[config.mk]
export PLATFORM = sky130hd
export DESIGN_NAME = irom_arb
export DESIGN_NICKNAME = d
export VERILOG_FILES = /design/src/rtl/irom_arb.sv
export SDC_FILE = /design/constraint.sdc
export NUM_CORES = 1
export LEC_CHECK = 0
export CAP_MARGIN = 20
export CORE_MARGIN = 2
export CORE_UTILIZATION = 30
export DETAILED_ROUTE_END_ITERATION = 10
export PLACE_DENSITY = 0.67
export SLEW_MARGIN = 25
export SYNTH_ARGS = -nofsm -noshare
export SYNTH_HDL_FRONTEND = slang
export SYNTH_SLANG_ARGS = --single-unit
[constraint.sdc]
create_clock -name CLK -period 6.9 [get_ports CLK]
set_input_delay 1.035 -clock CLK [delete_from_list [all_inputs] [get_ports CLK]]
set_output_delay 1.035 -clock CLK [all_outputs]
set_load 0.005 [all_outputs]
[src/rtl/irom_arb.sv]
// Two-port instruction-ROM read arbiter.
//
// Purpose: shares one registered-output ROM between read ports A and B. A grant (ACK) is
// combinational from the requests, the address-range check and the priority state. The ROM
// data comes back one cycle later and goes to the port that owned the grant. Each port keeps
// a hold register so its RDATA stays at the last delivered word while RVALID is low.
//
// Ports:
//   CLK, RST                     clock; asynchronous active-high reset
//   A_REQ, A_ADDR                port A level-held request and word address
//   A_ACK                        port A request accepted this cycle
//   A_RVALID, A_RDATA, A_RERR    port A read return (data, or range error)
//   B_*                          identical to port A, for port B
//   ROM_CS, ROM_ADDR             ROM read strobe and word address
//   ROM_DOUT                     ROM data, valid the cycle after ROM_CS
module irom_arb #(
    parameter bit          FIXED_PRIO = 1'b0,  // 1: port A always wins a conflict
    parameter int unsigned ROM_ABITS  = 14     // word-address bits the ROM decodes
) (
    input  logic        CLK,
    input  logic        RST,
    input  logic        A_REQ,
    input  logic [23:0] A_ADDR,
    output logic        A_ACK,
    output logic        A_RVALID,
    output logic [31:0] A_RDATA,
    output logic        A_RERR,
    input  logic        B_REQ,
    input  logic [23:0] B_ADDR,
    output logic        B_ACK,
    output logic        B_RVALID,
    output logic [31:0] B_RDATA,
    output logic        B_RERR,
    output logic        ROM_CS,
    output logic [23:0] ROM_ADDR,
    input  logic [31:0] ROM_DOUT
);

    typedef enum logic {PortA = 1'b0, PortB = 1'b1} port_e;

    port_e       last_q, last_d;
    logic        own_vld_q, own_vld_d;
    port_e       own_port_q, own_port_d;
    logic        own_err_q, own_err_d;
    logic [31:0] a_hold_q, a_hold_d;
    logic [31:0] b_hold_q, b_hold_d;

    logic        a_in_range, b_in_range;
    logic        a_pri, a_win, b_win, grant, win_in_range;
    logic [23:0] win_addr;
    logic        a_rvalid, b_rvalid;
    logic [31:0] deliver_data;

    // Grant and ROM strobe.
    always_comb begin
        a_in_range   = (A_ADDR[23:ROM_ABITS] == '0);
        b_in_range   = (B_ADDR[23:ROM_ABITS] == '0);
        // A wins when alone, under fixed priority, or when B was granted last.
        a_pri        = A_REQ && (!B_REQ || FIXED_PRIO || (last_q == PortB));
        // Gating with RST keeps every output low while reset is held.
        a_win        = !RST && a_pri;
        b_win        = !RST && B_REQ && !a_pri;
        grant        = a_win || b_win;
        win_addr     = a_win ? A_ADDR : B_ADDR;
        win_in_range = a_win ? a_in_range : b_in_range;

        A_ACK    = a_win;
        B_ACK    = b_win;
        ROM_CS   = grant && win_in_range;
        ROM_ADDR = (grant && win_in_range) ? win_addr : '0;

        last_d     = grant ? (b_win ? PortB : PortA) : last_q;
        own_vld_d  = grant;
        own_port_d = b_win ? PortB : PortA;
        own_err_d  = !win_in_range;
    end

    // Read return to the owner of last cycle's grant; the other port shows its held word.
    always_comb begin
        a_rvalid     = own_vld_q && (own_port_q == PortA);
        b_rvalid     = own_vld_q && (own_port_q == PortB);
        deliver_data = own_err_q ? 32'h0 : ROM_DOUT;

        A_RVALID = a_rvalid;
        B_RVALID = b_rvalid;
        A_RDATA  = a_rvalid ? deliver_data : a_hold_q;
        B_RDATA  = b_rvalid ? deliver_data : b_hold_q;
        A_RERR   = a_rvalid && own_err_q;
        B_RERR   = b_rvalid && own_err_q;

        a_hold_d = a_rvalid ? deliver_data : a_hold_q;
        b_hold_d = b_rvalid ? deliver_data : b_hold_q;
    end

    // Reset leaves last_grant at B so A wins the first conflict.
    always_ff @(posedge CLK or posedge RST) begin
        if (RST) begin
            last_q     <= PortB;
            own_vld_q  <= 1'b0;
            own_port_q <= PortA;
            own_err_q  <= 1'b0;
            a_hold_q   <= '0;
            b_hold_q   <= '0;
        end else begin
            last_q     <= last_d;
            own_vld_q  <= own_vld_d;
            own_port_q <= own_port_d;
            own_err_q  <= own_err_d;
            a_hold_q   <= a_hold_d;
            b_hold_q   <= b_hold_d;
        end
    end

endmodule
==> results.txt, run 1 <==
Of all cell types, the one taking the most synthesized area is sky130_fd_sc_hd__dfrtp_1. The final-layout fill cell count is 937. The maximum vdd drop is 0.0901 mV. The placeable core region is 9680 sq um. The first global-routing pass estimated 13.4 mm of wire. The shortest clock period the worst path allows after layout came out at 4.39 ns.

The clock sink total is 68. The worst hold slack came out at 0.478 ns. The tightest min-delay check is of the reg2reg type. The clock passes through at most 2 buffers. Global routing consumed, on the met1 layer, 18.8% of the routing resources. The portion of the post-synthesis area used by sequential elements came out at 57.4%. The aggregate routed wire length came out at 8.25 mm. The final hold violation count is 0. At the pin with the least slew margin, the transition time is 0.871 ns. Setup violations remaining at the end of the flow were counted as 0. The total global-route track usage is 16.3%. The overall via count from detail_route came out at 2,815. The top cell types in the final layout, fill and taps aside, are 168 x sky130_fd_sc_hd__clkdlybuf4s50_1, 126 x sky130_fd_sc_hd__nand2_1, 67 x sky130_fd_sc_hd__dfrtp_1, 64 x sky130_fd_sc_hd__o21ai_0, 10 x sky130_fd_sc_hd__conb_1.

After detailed routing, the number of vias per cell comes to 4.49. The number of diodes added for antenna fixing came out at 0. The synthesized area divided by synthesized cell count came out at 8.94 sq um. The flow ran to the end, and the final reports show no timing, DRC or antenna violations. Setup repair after global routing left no endpoint under its margin. The fraction of the cycle the final worst path needs came out at 63.6%. The category of the worst setup path capture point is an output port.

The cell area after synthesis is 2970 sq um. The count of instances resized after the clock tree is built is 0. The worst setup path is launched from a primary input. The final estimated routing congestion in global placement is 0.724. The number of buffer cells added on primary ports is 168. The maximum cell stage delay along the critical path is 0.51 ns. The area share of the largest cell type after synthesis came out at 56.5%. After legalization and detailed placement, the total HPWL measured 5.98 mm.

The final layout contains 574 nets. After synthesis, the netlist uses 29 different library cells. Data arrives at the worst endpoint at 3.35 ns. The worst slew margin relative to its limit is 41.9%. The post-detailed-route DRC marker count is 0. The met3 track utilization from global routing came out at 5.78%.

Broken down by cell family, the worst path's largest delay share belongs to buffers and inverters. The worst setup path is of the in2out kind. The width of the die is 103 um. In this run, the number of DRC markers left after iteration 0 of detailed routing was 58. The required time of the worst setup path is 5.86 ns.

The total die area came out at 10,700 sq um. The cell row count came out at 36. Clock tree synthesis selected as its root buffer the cell sky130_fd_sc_hd__clkbuf_8. The number of antenna violations at the first check in global routing came to 0. The TritonCTS buffer count is 9. The effective utilization at floorplan is 30.6%. In this run the remaining antenna-violating nets after routing total 0. In this design, the critical path's most frequently occurring cell is sky130_fd_sc_hd__clkdlybuf4s50_1. The maximum level of the CTS H-tree came out at 3. The master of the slowest instance on the critical path is sky130_fd_sc_hd__clkdlybuf4s50_1. The number of global-route vias before repair is 2,865. The post-CTS setup buffer count is 0. By area the synthesized netlist is led by sky130_fd_sc_hd__dfrtp_1 56%, sky130_fd_sc_hd__nand2_1 16%, sky130_fd_sc_hd__o21ai_0 11%. The count of hold-fix buffers inserted at cts is 0. The number of iterations in the first detailed-routing pass is 4.

TritonCTS built the clock tree. For this design the static power due to leakage is 2.02 nW. The number of slew-limit violations in the final report came to 0. The number of cells produced by synthesis came out at 332.

The most frequent standard cell in the layout excluding fill and tap cells is sky130_fd_sc_hd__clkdlybuf4s50_1. The max-capacitance violation count is 0. The I/O pin total is 179. The layout overhead on the synthesized area came out at 65.9%.

The clock latency on the worst-skew pair came out at 0.35 ns. In this run the worst path has a maximum fanout of 17. Of the cells placed in the final design, the portion with a size suffix greater than 1 is 7.29%. In the final timing run, aggregate negative setup slack is 0 ns. After global routing the overflow that remains totals 0. The routed wirelength normalized by instance count came out at 13.2 um. The total of flip-flops plus latches after synthesis came out at 68.

The clock input transition at the sequential cells of the worst setup and hold paths is 0.07 ns. The die extent in y is 103 um. The final setup skew came out at 0.00977 ns. The maximum number of pins on one net before global-route repair came out at 70. Yosys printed 0 warnings. The layer flagged by global routing as most heavily used is met2.

The peak clock frequency supported by timing came out at 0.228 GHz. The buffering stage count on the worst path with inverters included came out at 3. The total power density per cell area came out at 181 nW/um^2.

Global routing consumed, on the met2 layer, 27.4% of the routing resources. Traced cell by cell, the critical path runs through clkdlybuf4s50_1, nand2b_1, or2_1, clkinv_2, nand2_1, a21oi_1, clkdlybuf4s50_1.
[worst register-to-register path, delay by kind of cell (launching register included)]
| kind | cells | cell delay, ns |
|---|---|---|
| simple gates | 2 | 0.74 |
| flops | 1 | 0.38 |
| buf+inv | 1 | 0.37 |
| compound gates | 1 | 0.21 |
[logic make-up (layout without fill, tap and decap cells)]
logic type,count (synthesis),in the layout,synth area share (%)
compound gates,83,83,16.0
simple gates,142,142,20.0
buf+inv,38,191,6.45
flops,68,68,57.4
other cells,1,10,0.126
[final cells by class]
class	instances	area, sq um	area share [%]
multi-input cells	235	1120	22.8
well taps	133	166	3.38
clock inverters	6	88.8	1.80
repair buffers	169	1690	34.3
clock buffers	9	124	2.52
inverters	7	28.8	0.585
flip-flops and latches	68	1700	34.6
[state kept, by name, summed over array words and instances, names as in the netlist]
signal,flops
own_vld_q,1
a_hold_q,32
own_err_q,1
b_hold_q,32
own_port_q,1
last_q,1
[layer usage]
metal	vias up	part of all wire, %
met2	123	48
li1	1375	-
met5	-	0
met1	1303	42
met4	0	2.1
met3	14	8.6
[path summary, 6_finish.rpt]
check	from	to	slack, ns	cells after the start
hold reg to reg	last_q	last_q	0.48	2
setup reg to reg	last_q	last_q	5.12	4
max in group asynchronous	RST	b_hold_q[31]	5.01	3
setup / recovery	RST	ROM_ADDR[1]	2.51	7
min in group asynchronous	RST	a_hold_q[10]	1.29	3
hold / removal	last_q	last_q	0.48	2
[Yosys cell counts (all sizes together)]
library cell and instances:
clkbuf 15, or4 1, nor4 3, a21oi 16, and2b 1, a31oi 1, nor3 1, nor4b 1
dfrtp 67, buf 16, nand2 127, o2111a 1, conb 1, inv 5, clkinv 2, nand2b 2
and3 1, dfstp 1, o21ai 64, or2 1, nor2 4, a41oi 1
[metrics by stage]
step	util, %	instances	worst slack, ns	cell area [sq um]	power (W)
final	50.8	627	2.51	4920	0.000893
after global routing	50.8	627	2.28	4920	0.000936
after CTS	50.8	627	2.48	4920	0.000907
after detailed placement	48.6	612	2.51	4710	0.000549
after global placement	48.5	612	2.63	4700	0.000546
after floorplan	-	341	2.93	3000	0.000469
[where the power goes]
part | switching, W | total, W | internal [W]
Combinational | 0.0000542 | 0.000124 | 0.0000697
Clock | 0.000152 | 0.000354 | 0.000202
Sequential | 0.00000448 | 0.000415 | 0.000411
(Power assumes the default switching activity.)
==> inputs of run 2 (changes only) <==
Clock period 6.9 ns to 4.1 ns, I/O delays scaled along.
==> results.txt, run 2 (synthesis gave the netlist of run 1 again) <==
On the final layout, the worst clock skew is 0.00831 ns. The number of slew-limit violations in the final report is 0. The width of the die is 103 um. CTS placed an instance of sky130_fd_sc_hd__clkbuf_8 at the clock tree root. The analysis attributes to net switching a power of 0.000350 W. The clock sink total came out at 68. The ratio of cells with drive above 1 in the final layout came out at 7.46%. The placeable core region is 9680 sq um. During I/O placement, the number of pins put on the boundary was 179. In the final layout, flip-flops and latches occupy 1700 sq um. TritonCTS built the clock tree. The final-layout fill cell count came out at 931.

The run finished with clean final reports. The total global-route track usage came out at 16.1%. The shortest clock period the worst path allows after layout came out at 3.36 ns. The number of cells on the worst reg-to-reg path is 5. The placed instance count came out at 613. The final hold violation count came out at 0. The aggregate routed wire length is 8.27 mm.

Data on the critical path is required at its endpoint by 3.48 ns. For this run the aggregate overflow at the end of global routing stands at 0. The cell row count came out at 36. The share of power burned in registers came out at 45.9%.

STA classifies the critical path endpoint as an output port. The wire length of the first global-routing pass came out at 13.4 mm. The worst slew margin relative to its limit came out at 44.5%. The final setup TNS is 0 ns. The leakage power figure came out at 2.04 nW. The number of iterations in the first detailed-routing pass is 4. The maximum level of the CTS H-tree is 3. The TritonCTS buffer count is 9.

The critical path is of the in2out type. The most frequent standard cell in the layout excluding fill and tap cells is sky130_fd_sc_hd__clkdlybuf4s50_1. The final route contains 2,830 vias. The number of nets in the layout came out at 575. The number of buffer cells added on primary ports is 168.

The first-iteration detailed-routing DRC count is 65. The remaining antenna violation count is 0. The slew at the pin closest to its max-slew limit is 0.833 ns.

The critical path startpoint category is a primary input. The maximum number of pins on one net before global-route repair is 69. The die extent in y came out at 103 um.

The total power density per cell area is 308 nW/um^2. The number of global-route vias before repair was 2,834. The tightest min-delay check is of the reg2reg type. The effective utilization at floorplan came out at 30.6%. The die covers 10,700 sq um. Hold repair after CTS inserted 0 buffers. STA puts the critical path data arrival time at 2.75 ns. The combinational share of power is 13.8%. The hold-critical path depth is 2.

The area taken by multi-input logic gates is 1120 sq um. The largest fanout of any net on the critical path came out at 15. The final cell count without fillers came out at 629.

The clock input transition at the sequential cells of the worst setup and hold paths came out at 0.07 ns. Dividing the detail-routed wire length by the instance count gives 13.1 um. The setup violation total in the final timing report came out at 0.

The count of instances resized after the clock tree is built came out at 0. The max-capacitance violation count came out at 0. The number of antenna violations at the first check in global routing is 0. The maximum vdd drop came out at 0.137 mV. After detailed routing, the number of vias per cell comes to 4.50. Of the available clock period, the critical path in the final layout requires 82.0%. Compared with the post-synthesis result, the final layout area differs by 66.6%. Setup slack on the worst reg-to-reg path comes out at 2.54 ns. The peak clock frequency supported by timing came out at 0.298 GHz. The post-detailed-route DRC marker count came out at 0. The internal power summed over all cells came out at 0.00117 W. Routability-driven placement finished with a final weighted congestion of 0.715. Setup repair after global routing left no endpoint under its margin.

The largest registers in the layout are a_hold_q x32, b_hold_q x32. The clock network accounts for 40.3% of the total power. The number of antenna diodes in the final layout is 0. The post-layout utilization of the core came out at 51.0%. The wire-length estimate of the detail-placed layout is 5.92 mm. The number of buffers between clock root and the deepest sink came out at 2.

The later pin in the worst-skew pair is clocked with a latency of 0.33 ns. The top cell types in the final layout, fill and taps aside, are 168 x sky130_fd_sc_hd__clkdlybuf4s50_1, 126 x sky130_fd_sc_hd__nand2_1, 67 x sky130_fd_sc_hd__dfrtp_1, 64 x sky130_fd_sc_hd__o21ai_0. The switching part of the total is 23.0%. The post-CTS setup buffer count came out at 0.
-- run 2: worst paths after layout --
path | start | to
max | A_ADDR[15] | ROM_ADDR[0]
max in group asynchronous | RST | a_hold_q[23]
min in group asynchronous | RST | b_hold_q[5]
min | last_q | last_q
min reg2reg | last_q | last_q
max reg2reg | last_q | last_q
-- run 2: per-stage QoR --
stage               hold slack [ns]  total power [W]  worst slack, ns  instance area, sq um
floorplan                     0.446         0.000789            0.966                  3000
global placement              0.459         0.000920            0.762                  4710
detailed placement            0.466         0.000925            0.727                  4720
CTS                           0.477          0.00155            0.710                  4940
global route                  0.513          0.00160            0.569                  4940
finish                        0.474          0.00152            0.739                  4940
-- run 2: power groups by stage --
stage	registers [W]	logic (W)	clock network, W
floorplan	0.000709	0.0000802	0
global placement	0.000710	0.000210	0
detailed placement	0.000712	0.000213	0
CTS	0.000699	0.000215	0.000632
global route	0.000701	0.000234	0.000665
finish	0.000699	0.000210	0.000612
-- run 2: layout make-up --
| cell class | instances | area share [%] |
|---|---|---|
| timing repair buffer | 170 | 34.3 |
| tap | 133 | 3.37 |
| clock buffer | 11 | 2.86 |
| inverter | 7 | 0.582 |
| clock inverter | 5 | 1.72 |
| multi-input combinational | 235 | 22.7 |
| sequential | 68 | 34.4 |
-- run 2: worst max-delay path, stage by stage --
cell	delay [ns]
sky130_fd_sc_hd__clkdlybuf4s50_1	0.40
sky130_fd_sc_hd__or4_4	0.54
sky130_fd_sc_hd__nor3_4	0.17
sky130_fd_sc_hd__a31oi_4	0.26
sky130_fd_sc_hd__a21oi_1	0.21
sky130_fd_sc_hd__clkdlybuf4s50_1	0.54
-- run 2: per-layer routing --
layer | global-route usage (%) | part of all wire (%) | vias to the layer above
met5 | 0 | 0 | -
met4 | 6.07 | 1.4 | 0
met3 | 4.77 | 8.0 | 9
met2 | 27.4 | 49 | 122
met1 | 19.2 | 42 | 1314
li1 | - | - | 1385
==> inputs of run 3 (changes only) <==
Settings changed: PLACE_DENSITY 0.67 to 0.69.
Clock period 4.1 ns to 2.9 ns, I/O delays scaled along.
==> results.txt, run 3 (synthesis gave the netlist of run 1 again) <==
The required time of the worst setup path is 2.47 ns. In the final design database the tool counted 600 nets. The slew at the pin closest to its max-slew limit is 0.840 ns. The ratio of cells with drive above 1 in the final layout is 13.2%. The TritonCTS buffer count is 9.

The number of buffer cells added on primary ports is 168. The effective utilization at floorplan came out at 30.6%. The switching part of the total is 24.0%.

The die covers 10,700 sq um. The first detailed-routing pass took 4 iterations. The tree is rooted in a sky130_fd_sc_hd__clkbuf_8. The post-detailed-placement half-perimeter wirelength is 6.24 mm. The routed wirelength normalized by instance count came out at 13.3 um. The clock sink total is 68. On the final layout, the worst clock skew is 0.00942 ns. The type of the setup path with the least slack is in2out.

Wires add up to 8.71 mm. In this run the worst hold path is classified as reg2reg. The detailed route wirelength on metal3 came out at 619 um. The clock input transition at the sequential cells of the worst setup and hold paths came out at 0.07 ns. Summed over all layers, the global routing overflow is 0. The I/O pin total is 179. In this design, the critical path's most frequently occurring cell is sky130_fd_sc_hd__clkdlybuf4s50_1. The shortest clock period the worst path allows after layout is 2.92 ns. The number of antenna violations at the first check in global routing came out at 0. At the worst endpoint, the arrival time is 2.49 ns. The part of the power in the clock network came out at 37.4%.

In this run the standard cell core region covers 9680 sq um. The wire length of the first global-routing pass came out at 14.0 mm. CTS built an H-tree with a depth of 3. The total net switching power is 0.000498 W. The final hold violation count came out at 0. The category of the worst setup path capture point is an output port. The leakage power figure is 2.28 nW. Setup total negative slack on the finished layout was measured at -0.0207 ns. In this run the top signal layer used is met4. The final estimated routing congestion in global placement is 0.742. The overall via count from detail_route came out at 2,909. The hold-critical path depth came out at 2. The number of global-route vias before repair is 2,925. The internal power of the cells totals 0.00158 W.

Leaving out fill and tap cells, the most frequent cells in the layout are 154 x sky130_fd_sc_hd__clkdlybuf4s50_1, 126 x sky130_fd_sc_hd__nand2_1, 67 x sky130_fd_sc_hd__dfrtp_1, 64 x sky130_fd_sc_hd__o21ai_0, 20 x sky130_fd_sc_hd__buf_4. In the final layout, the registers with the most flip-flops are a_hold_q x32, b_hold_q x32. The reg-to-reg critical path startpoint is last_q. The worst min-delay path startpoint is last_q. The detail route stage leaves a number of antenna-violating nets equal to 0. The number of slew-limit violations in the final report came out at 0. The average via count per standard cell is 4.45. The max-capacitance violation count came out at 0. Walking the worst path, the cells encountered are clkdlybuf4s50_1, or4_4, nor3_4, buf_6, a31oi_4, a21oi_2, clkdlybuf4s50_1. The post-detailed-route DRC marker count is 0. The worst slew margin relative to its limit came out at 44.0%. The floorplan has 36 rows. Of all nets on the critical path, the largest fanout is 5.

The first-iteration detailed-routing DRC count came out at 76. The layout overhead on the synthesized area came out at 73.8%. The later pin in the worst-skew pair is clocked with a latency of 0.34 ns.

The worst setup slack after layout is -0.0207 ns. The most frequent standard cell in the layout excluding fill and tap cells is sky130_fd_sc_hd__clkdlybuf4s50_1. The flow ran to the end, but the final reports show violations. In the final routing, the length of wire on met1 measures 3.73 mm. The setup violation total in the final timing report came out at 1.

The number of diodes added for antenna fixing came out at 0. The worst hold path terminates at last_q. TritonCTS built the clock tree.

The critical path startpoint category is a primary input. The width of the die came out at 103 um. The minimum setup slack among reg-to-reg paths came out at 1.29 ns. The maximum number of pins on one net before global-route repair is 69. For this run, the slowest stage of the critical path takes 0.55 ns. The slowest stage of the critical path belongs to the cell sky130_fd_sc_hd__or4_4. In the global route stage, overall resource usage came out at 16.8%.

The peak clock frequency supported by timing came out at 0.342 GHz. In this run the critical register-to-register path is captured at own_err_q. The buffering stage count on the worst path with inverters included is 3.

The final reports fail on setup timing. The fraction of the cycle the final worst path needs came out at 101%. The number of buffers between clock root and the deepest sink is 2. The amount of wire on met2 after detailed routing is 4.26 mm. The count of hold-fix buffers inserted at cts came out at 0. The combinational share of power came out at 15.1%.

The post-layout utilization of the core came out at 53.3%. On the critical path the largest part of the delay comes from buffers and inverters. In this run, flip-flops and latches consume 47.5% of the power.

The floorplan step set the die height to 103 um. The total power density per cell area came out at 402 nW/um^2. The maximum vdd drop is 0.196 mV. Setup repair after global routing could not meet its margin everywhere.

The number of cells on the worst reg-to-reg path came out at 5.
[run 3: worst max path at each step]
stage               startpoint           end  slack (ns)  depth (start not counted)
finish              A_ADDR[15]  ROM_ADDR[11]       -0.02                          7
global route        A_ADDR[15]  ROM_ADDR[11]       -0.09                          7
CTS                 A_ADDR[15]   ROM_ADDR[3]       -0.11                          7
detailed placement  A_ADDR[15]        ROM_CS       -0.13                          7
global placement    A_ADDR[15]        ROM_CS        -0.1                          7
floorplan                  RST         B_ACK        0.13                          3
[run 3: cell type report]
| cell class | instances | area, sq um |
|---|---|---|
| clock buffer | 11 | 141 |
| clock inverter | 5 | 61.3 |
| fill | 886 | 4530 |
| inverter | 7 | 28.8 |
| multi-input combinational | 236 | 1150 |
| sequential | 68 | 1700 |
| tap | 133 | 166 |
| timing repair buffer | 194 | 1900 |
[run 3: worst reg2reg max path, stage by stage, from the launching register on]
cell and delay, ns:
sky130_fd_sc_hd__dfstp_2 0.54, sky130_fd_sc_hd__and2b_1 0.19, sky130_fd_sc_hd__buf_4 0.14, sky130_fd_sc_hd__or2_1 0.27, sky130_fd_sc_hd__buf_4 0.20, sky130_fd_sc_hd__a41oi_1 0.17
[run 3: power groups by stage]
stage	clock [W]	combinational [W]	sequential (W)
after detailed placement	0	0.000311	0.00101
after CTS	0.000812	0.000315	0.000987
after global routing	0.000858	0.000346	0.000989
final	0.000775	0.000313	0.000987
after global placement	0	0.000308	0.00100
after floorplan	0	0.000113	0.00100
[run 3: metal layers]
layer | vias to the layer above | track usage [%]
met1 | 1348 | 21.1
met2 | 120 | 28.0
met5 | - | 0
li1 | 1434 | -
met4 | 0 | 5.77
met3 | 7 | 4.64
[run 3: timing repair]
item / 4_1_cts / 5_1_grt
setup buffers: 8 / 4
endpoints found under the setup margin: 15 / 12
resized for setup: 10 / 22
pin swaps: 2 / 2
gates cloned: 1 / 0
[run 3: metrics by stage]
step	power (W)	cell area [sq um]	hold WS, ns	std cells	setup WS, ns
floorplan	0.00112	3000	0.446	341	0.126
global placement	0.00131	4800	0.460	625	-0.0960
detailed placement	0.00132	4800	0.472	625	-0.126
CTS	0.00211	5090	0.483	650	-0.107
global route	0.00219	5160	0.517	654	-0.0921
finish	0.00208	5160	0.479	654	-0.0207
